### src/rtl/serial_word_tx.sv
// Parallel-to-serial word transmitter: MSB-first bit stream with framing strobes
// and the expected divisible-by-4 verdict of the prefix sent so far.
module serial_word_tx #(
  parameter int unsigned WIDTH = 8,
  parameter int unsigned GAP   = 0
) (
  input  logic             clk,
  input  logic             rst,
  input  logic [WIDTH-1:0] data_in,
  input  logic             load_valid,
  output logic             load_ready,
  output logic             x,
  output logic             x_valid,
  output logic             first,
  output logic             last,
  output logic             div4_exp,
  output logic             busy
);

  localparam int unsigned  CW       = $clog2(WIDTH);
  localparam logic [CW-1:0] LAST_IDX = CW'(WIDTH - 1);
  localparam logic [3:0]    LAST_GAP = (GAP == 0) ? 4'd0 : 4'(GAP - 1);

  typedef enum logic [1:0] {
    S_IDLE,
    S_SHIFT,
    S_GAP
  } state_t;

  state_t          r_state;
  state_t          w_next;
  logic [WIDTH-1:0] r_shift;
  logic [CW-1:0]   r_cnt;
  logic [3:0]      r_gap;
  logic            r_prev;

  logic w_shifting;
  logic w_last_bit;
  logic w_accept;

  assign w_shifting = (r_state == S_SHIFT);
  assign w_last_bit = w_shifting && (r_cnt == LAST_IDX);
  assign load_ready = !rst && ((r_state == S_IDLE) || (w_last_bit && (GAP == 0)));
  assign w_accept   = load_valid && load_ready;

  always_comb begin
    w_next = r_state;
    case (r_state)
      S_IDLE:  if (w_accept) w_next = S_SHIFT;
      S_SHIFT: begin
        if (w_last_bit) begin
          if (GAP != 0)       w_next = S_GAP;
          else if (!w_accept) w_next = S_IDLE;
        end
      end
      S_GAP:   if (r_gap == LAST_GAP) w_next = S_IDLE;
      default: w_next = S_IDLE;
    endcase
  end

  always_ff @(posedge clk) begin
    if (rst) begin
      r_state <= S_IDLE;
      r_shift <= '0;
      r_cnt   <= '0;
      r_gap   <= '0;
      r_prev  <= 1'b0;
    end else begin
      r_state <= w_next;
      case (r_state)
        S_IDLE: begin
          if (w_accept) begin
            r_shift <= data_in;
            r_cnt   <= '0;
          end
        end
        S_SHIFT: begin
          r_prev <= r_shift[WIDTH-1];
          if (w_last_bit) begin
            // back-to-back reload happens on the last-bit edge so no bubble appears
            r_cnt   <= '0;
            r_gap   <= '0;
            r_shift <= w_accept ? data_in : '0;
          end else begin
            r_shift <= {r_shift[WIDTH-2:0], 1'b0};
            r_cnt   <= r_cnt + 1'b1;
          end
        end
        S_GAP:   r_gap <= r_gap + 1'b1;
        default: ;
      endcase
    end
  end

  // r_prev is ignored on the first bit, so no residue crosses a word boundary
  assign x        = w_shifting & r_shift[WIDTH-1];
  assign x_valid  = w_shifting;
  assign first    = w_shifting && (r_cnt == '0);
  assign last     = w_last_bit;
  assign div4_exp = w_shifting && !r_shift[WIDTH-1] && (first || !r_prev);
  assign busy     = (r_state != S_IDLE);

endmodule

### config.mk
export PLATFORM = sky130hd
export DESIGN_NAME = serial_word_tx
export DESIGN_NICKNAME = d
export VERILOG_FILES = /design/src/rtl/serial_word_tx.sv
export SDC_FILE = /design/constraint.sdc
export NUM_CORES = 1
export LEC_CHECK = 0
export ABC_CLOCK_PERIOD_IN_PS = 3400
export CAP_MARGIN = 10
export CORE_MARGIN = 4
export CORE_UTILIZATION = 50
export CTS_BUF_LIST = sky130_fd_sc_hd__clkbuf_4 sky130_fd_sc_hd__clkbuf_8
export CTS_CLUSTER_DIAMETER = 50
export DETAILED_ROUTE_END_ITERATION = 16
export PLACE_DENSITY_LB_ADDON = 0.12
export SYNTH_ARGS = -nofsm -noshare
export SYNTH_HDL_FRONTEND = slang
export SYNTH_SLANG_ARGS = --single-unit
### constraint.sdc
create_clock -name clk -period 3.4 [get_ports clk]
set_input_delay 0.34 -clock clk [delete_from_list [all_inputs] [get_ports clk]]
set_output_delay 0.34 -clock clk [all_outputs]
set_load 0.005 [all_outputs]
==> results.cfg, run 1 <==
[status]
status = finished, final reports clean

[floorplanning]
start_util = 0.530
num_rows = 13
fp.coreArea_um2 = 1300
die_area_um2 = 2040
pin_count = 18
die_w_um = 45.1
die_h_um = 45.1

[place]
portBuffers = 17
place_congestion = 0.732
place.detailed.hpwl_um = 1060
dpl_cell_area_um2 = 847

[route]
vias = 622
drt-total-wl_um = 1570
drc_errors = 0
ant_nets = 0
wl_per_cell_um = 13.9
vias_per_cell = 5.50
drt_iter0_drc = 3
first_pass_iters = 4

[sta]
hold_ws_ns = 0.471
finalSetupViolCount = 0
max_slew_margin = 0.515
clock_skew_ns = 0.00208
fin_crit_ns = 2.42
hold_viol_final = 0
max_freq_ghz = 0.413
maxSlewViolCount = 0
fin_tns_setup_ns = 0
rsz0062_at_grt = no
fin_crit_sh = 0.712
worst_slew_pin_slew_ns = 0.727

[logic_synthesis]
synth-simple-area-share = 0.145
post_synth.cell_area_avg_um2 = 8.41
synth_mux_area_frac = 0
syn-num-nets = 97
ys_types = 21
yosysWarnings = 0
synth_top_family_by_area = compound AO/OA/AOI/OAI gates
synth-xor-area-share = 0
syn_area_um2 = 689
seq_area_frac_synth = 0.377
synth_top_cell_by_area = dfxtp_1
ys_seq_elements = 13
synth_cells = 82
synth_compound_area_frac = 0.289
synthTopCellsByArea = dfxtp_1, a21oi_1, a221oi_2
netlist.area_leader.share = 0.377
synthAdderAreaFrac = 0.0726

[global_route]
antenna_found_initial = 0
grt_overflow = 0
grt_pass1_wl_um = 2720
grt_max_degree = 23
grt_usage = 0.180
grt_pass1_vias = 645

[final_layout]
design_area_um2 = 877
layout_commonest_cell = clkdlybuf4s50_1
nets = 114
n_antenna_cell = 0
mostFrequentLayoutCells = clkdlybuf4s50_1, a21oi_1, dfxtp_1, inv_1, o21ai_1
layout-drive-gt1-share = 0.0918
area_growth_pct = 27.2

[worst_setup_path]
r2r-end = r_shift[3]
cp_max_fo = 22
start_kind = flop
max_stage_delay_ns = 0.62
path_common_cell = ha_1
crit_slowest_cell = ha_1
rr_worst_depth = 8
path_class = reg2reg
path_cells = ha_1, ha_1, and2b_1, nor2_1, nand2_1, ha_1, a21oi_1, a221oi_2
arrival_ns = 2.62
rrSetupSlack_ns = 0.98
worstPathRequired_ns = 3.60
timing.rr.start = r_cnt[0]
cp-end-kind = flop

[power]
p_clk_frac = 0.248
combPwrFrac = 0.323
cellPowerDensity_nw_per_um2 = 503
ir_worst_vdd_v = 0.000312
p_seq_frac = 0.429
power_leakage_nw = 0.339
totalPowerFinal_uw = 441
swShare = 0.323
p_sw_uw = 142
intPower_uw = 299

[clock_network]
post_cts_buffers = 0
postCtsHoldBufs = 0
cts_tree = built
cts.reportedPaths.clkPinSlew_ns = 0.08
ctsRootBufferMaster = clkbuf_4
htreeDepth = 1
clock_latency_ns = 0.28
post_cts_resized = 0
clock_path_buffers = 2
clock-sinks = 13
cts_buffers = 3

[run]
maxCapViolCount = 0

[worst_hold_path]
min_to = r_shift[0]
min_path_cells = 2
hold_start = r_shift[0]
worstHoldPathType = reg2reg
-- worst max path at each step --
stage | start | endpoint | slack [ns] | cells after the start
2_1_floorplan | r_cnt[0] | r_shift[7] | 1.43 | 9
3_3_place_gp | r_cnt[0] | r_shift[5] | 1.10 | 8
3_5_place_dp | r_cnt[0] | r_shift[3] | 1.01 | 8
4_1_cts | r_cnt[0] | r_shift[3] | 0.98 | 8
5_1_grt | r_cnt[0] | r_shift[6] | 0.77 | 8
6_report | r_cnt[0] | r_shift[3] | 0.98 | 8
-- registers in the layout (all words and copies together), names as in the netlist --
signal and count:
r_state 1, r_prev 1, r_shift 8, r_cnt 3
-- layout make-up --
| type | count | area (um2) |
|---|---|---|
| inverter | 11 | 41.3 |
| multi-input combinational | 52 | 349 |
| fill | 119 | 424 |
| sequential | 13 | 260 |
| clock buffer | 4 | 30.0 |
| timing repair buffer | 18 | 178 |
| tap | 15 | 18.8 |
-- critical path: cells and delay by family (launching register included) --
family	cells	cell delay, ns
flip-flops	1	0.34
AO/OA/AOI/OAI	2	0.37
adder cells (fa/ha/maj)	3	1.02
AND/OR/NAND/NOR	3	0.60
-- Yosys cell counts --
library cell,n
a211oi_1,1
buf_4,2
clkinv_1,1
nor2b_1,1
dfxtp_1,13
a221oi_1,3
buf_6,1
nor2_1,5
buf_1,2
o21ai_0,1
nand2_1,6
and2_1,2
a21oi_1,13
inv_1,10
a221oi_2,4
ha_1,4
buf_2,1
and2b_1,1
nand3b_1,2
and3b_1,2
o21ai_1,7
-- cell families after synthesis --
group / after synthesis
compound gates: 29
flops: 13
buf+inv: 17
fa+ha+maj: 4
simple gates: 19
-- per-layer routing --
layer,global-route usage,share of wire,up-vias
li1,-,-,314
met1,0.208,0.44,292
met4,0.0936,0.022,0
met2,0.314,0.50,11
met5,0,0,-
met3,0.0279,0.039,5
-- power groups by stage --
stage	Clock, mW	Sequential [mW]	Combinational (mW)
4_1_cts	0.111	0.189	0.144
2_1_floorplan	0	0.188	0.0984
3_3_place_gp	0	0.192	0.139
5_1_grt	0.118	0.192	0.158
6_report	0.109	0.189	0.142
3_5_place_dp	0	0.192	0.143
-- per-stage QoR --
step	utilization	cells	setup WS (ns)
floorplan	-	82	1.43
global placement	0.651	109	1.10
detailed placement	0.651	109	1.01
CTS	0.674	113	0.985
global route	0.674	113	0.766
finish	0.674	113	0.981
No activity file was read; power rests on OpenSTA's default activity.
==> run 2: changes to the inputs <==
- ABC_CLOCK_PERIOD_IN_PS: 3400 -> 2200
- CORE_UTILIZATION: 50 -> 44
- clock period: 3.4 -> 2.2 ns (I/O delays scaled with it)
==> run 2 against run 1 <==
  * Core utilization is 5.9 points lower
  * Clock skew fell by 0.0020 ns
  * Sequential power up 55%
  * Sequential share of layout area shrank 1.3 points
  * Die area increased by 11%
  * Critical path type is now reg2out
  * Critical endpoint is now load_ready
  * Largest power group unchanged
==> results.cfg, run 2 (synthesis results as in run 1) <==
[clock_network]
clock_path_buffers = 2
post_cts_resized = 0
clock_latency_ns = 0.27
cts.reportedPaths.clkPinSlew_ns = 0.08
ctsRootBufferMaster = clkbuf_4
postCtsHoldBufs = 0
htreeDepth = 1
post_cts_buffers = 0
clock-sinks = 13
cts_buffers = 3
cts_tree = built

[global_route]
grt_pass1_vias = 548
grt_overflow = 0
antenna_found_initial = 0
grt_usage = 0.148
grt_pass1_wl_um = 2350
grt_max_degree = 11

[floorplanning]
die_w_um = 47.6
start_util = 0.463
die_area_um2 = 2260
num_rows = 14
pin_count = 18
die_h_um = 47.6
fp.coreArea_um2 = 1490

[final_layout]
mostFrequentLayoutCells = clkdlybuf4s50_1, a21oi_1, dfxtp_1, inv_1, o21ai_1
n_antenna_cell = 0
top_regs = r_shift (8), r_cnt (3)
layout_commonest_cell = clkdlybuf4s50_1
fillers = 134
largest_reg_flops = 8
area_growth_pct = 32.8
design_area_um2 = 916
layout-drive-gt1-share = 0.136
nets = 119
post-route-util = 0.615
largest-register = r_shift

[sta]
max_slew_margin = 0.777
clock_skew_ns = 0.000132
maxSlewViolCount = 0
fin_crit_ns = 2.04
worst_slew_pin_slew_ns = 0.335
rsz0062_at_grt = no
hold_viol_final = 0
fin_crit_sh = 0.928
finalSetupViolCount = 0
fin_tns_setup_ns = 0
max_freq_ghz = 0.490

[worst_hold_path]
min_to = r_shift[0]
min_path_cells = 2
hold_start = r_shift[0]
worstHoldPathType = reg2reg

[route]
vias = 610
drc_errors = 0
first_pass_iters = 4
drt-total-wl_um = 1510
vias_per_cell = 5.13
drt_iter0_drc = 7
wl_per_cell_um = 12.7
ant_nets = 0

[worst_setup_path]
rrSetupSlack_ns = 0.25
path_class = reg2out
start_kind = flop
worstPathRequired_ns = 1.98
cp-end-kind = output pin
r2r-end = r_shift[0]
rr_worst_depth = 10
cp_max_fo = 4
timing.rr.start = r_cnt[0]
arrival_ns = 1.82

[power]
ir_worst_vdd_v = 0.000535
power_leakage_nw = 0.363
cellPowerDensity_nw_per_um2 = 758
totalPowerFinal_uw = 694

[run]
maxCapViolCount = 0

[status]
status = finished, final reports clean

[place]
place_congestion = 0.736
portBuffers = 17
place.detailed.hpwl_um = 1120
dpl_cell_area_um2 = 886
## run 2: how the worst max path moves through the flow
stage	start	endpoint	slack, ns	cells past startpoint
after floorplan	r_cnt[0]	r_shift[7]	0.23	9
after global placement	r_cnt[0]	r_shift[6]	0.31	9
after detailed placement	r_cnt[0]	r_shift[6]	0.27	9
after CTS	r_cnt[0]	load_ready	0.15	5
after global routing	r_cnt[0]	load_ready	0.05	5
final	r_cnt[0]	load_ready	0.16	5
## run 2: worst max-delay path: stages, from the launching register on
cell	delay, ns
dfxtp_1	0.39
ha_1	0.17
ha_1	0.16
and2b_1	0.19
nor2_1	0.12
clkdlybuf4s50_1	0.53
## run 2: power by group
group | switching, mW | leakage [nW] | internal (mW)
clock network | 0.0775 | 0.0184 | 0.0825
logic | 0.113 | 0.237 | 0.129
registers | 0.0245 | 0.107 | 0.268
## run 2: per-layer routing
metal  global-route usage  wire length [um]  vias up
li1                     -                 -      324
met1                0.181               739      277
met2                0.243               698        7
met3               0.0639                61        2
met4               0.0323                15        0
met5                    0                 0        -
## run 2: layout make-up
cell class	instances	area [um2]	area share
Timing Repair Buffer	23	215	0.235
Tap cell	16	20.0	0.0219
Multi-Input combinational cell	52	349	0.381
Clock buffer	4	30.0	0.0328
Sequential cell	13	260	0.284
Inverter	11	41.3	0.0451
## run 2: stage by stage
stage	cells	hold slack [ns]	setup slack (ns)
2_1_floorplan	82	0.299	0.226
6_report	119	0.464	0.157
3_5_place_dp	115	0.453	0.267
5_1_grt	119	0.493	0.0500
3_3_place_gp	115	0.450	0.309
4_1_cts	119	0.466	0.146
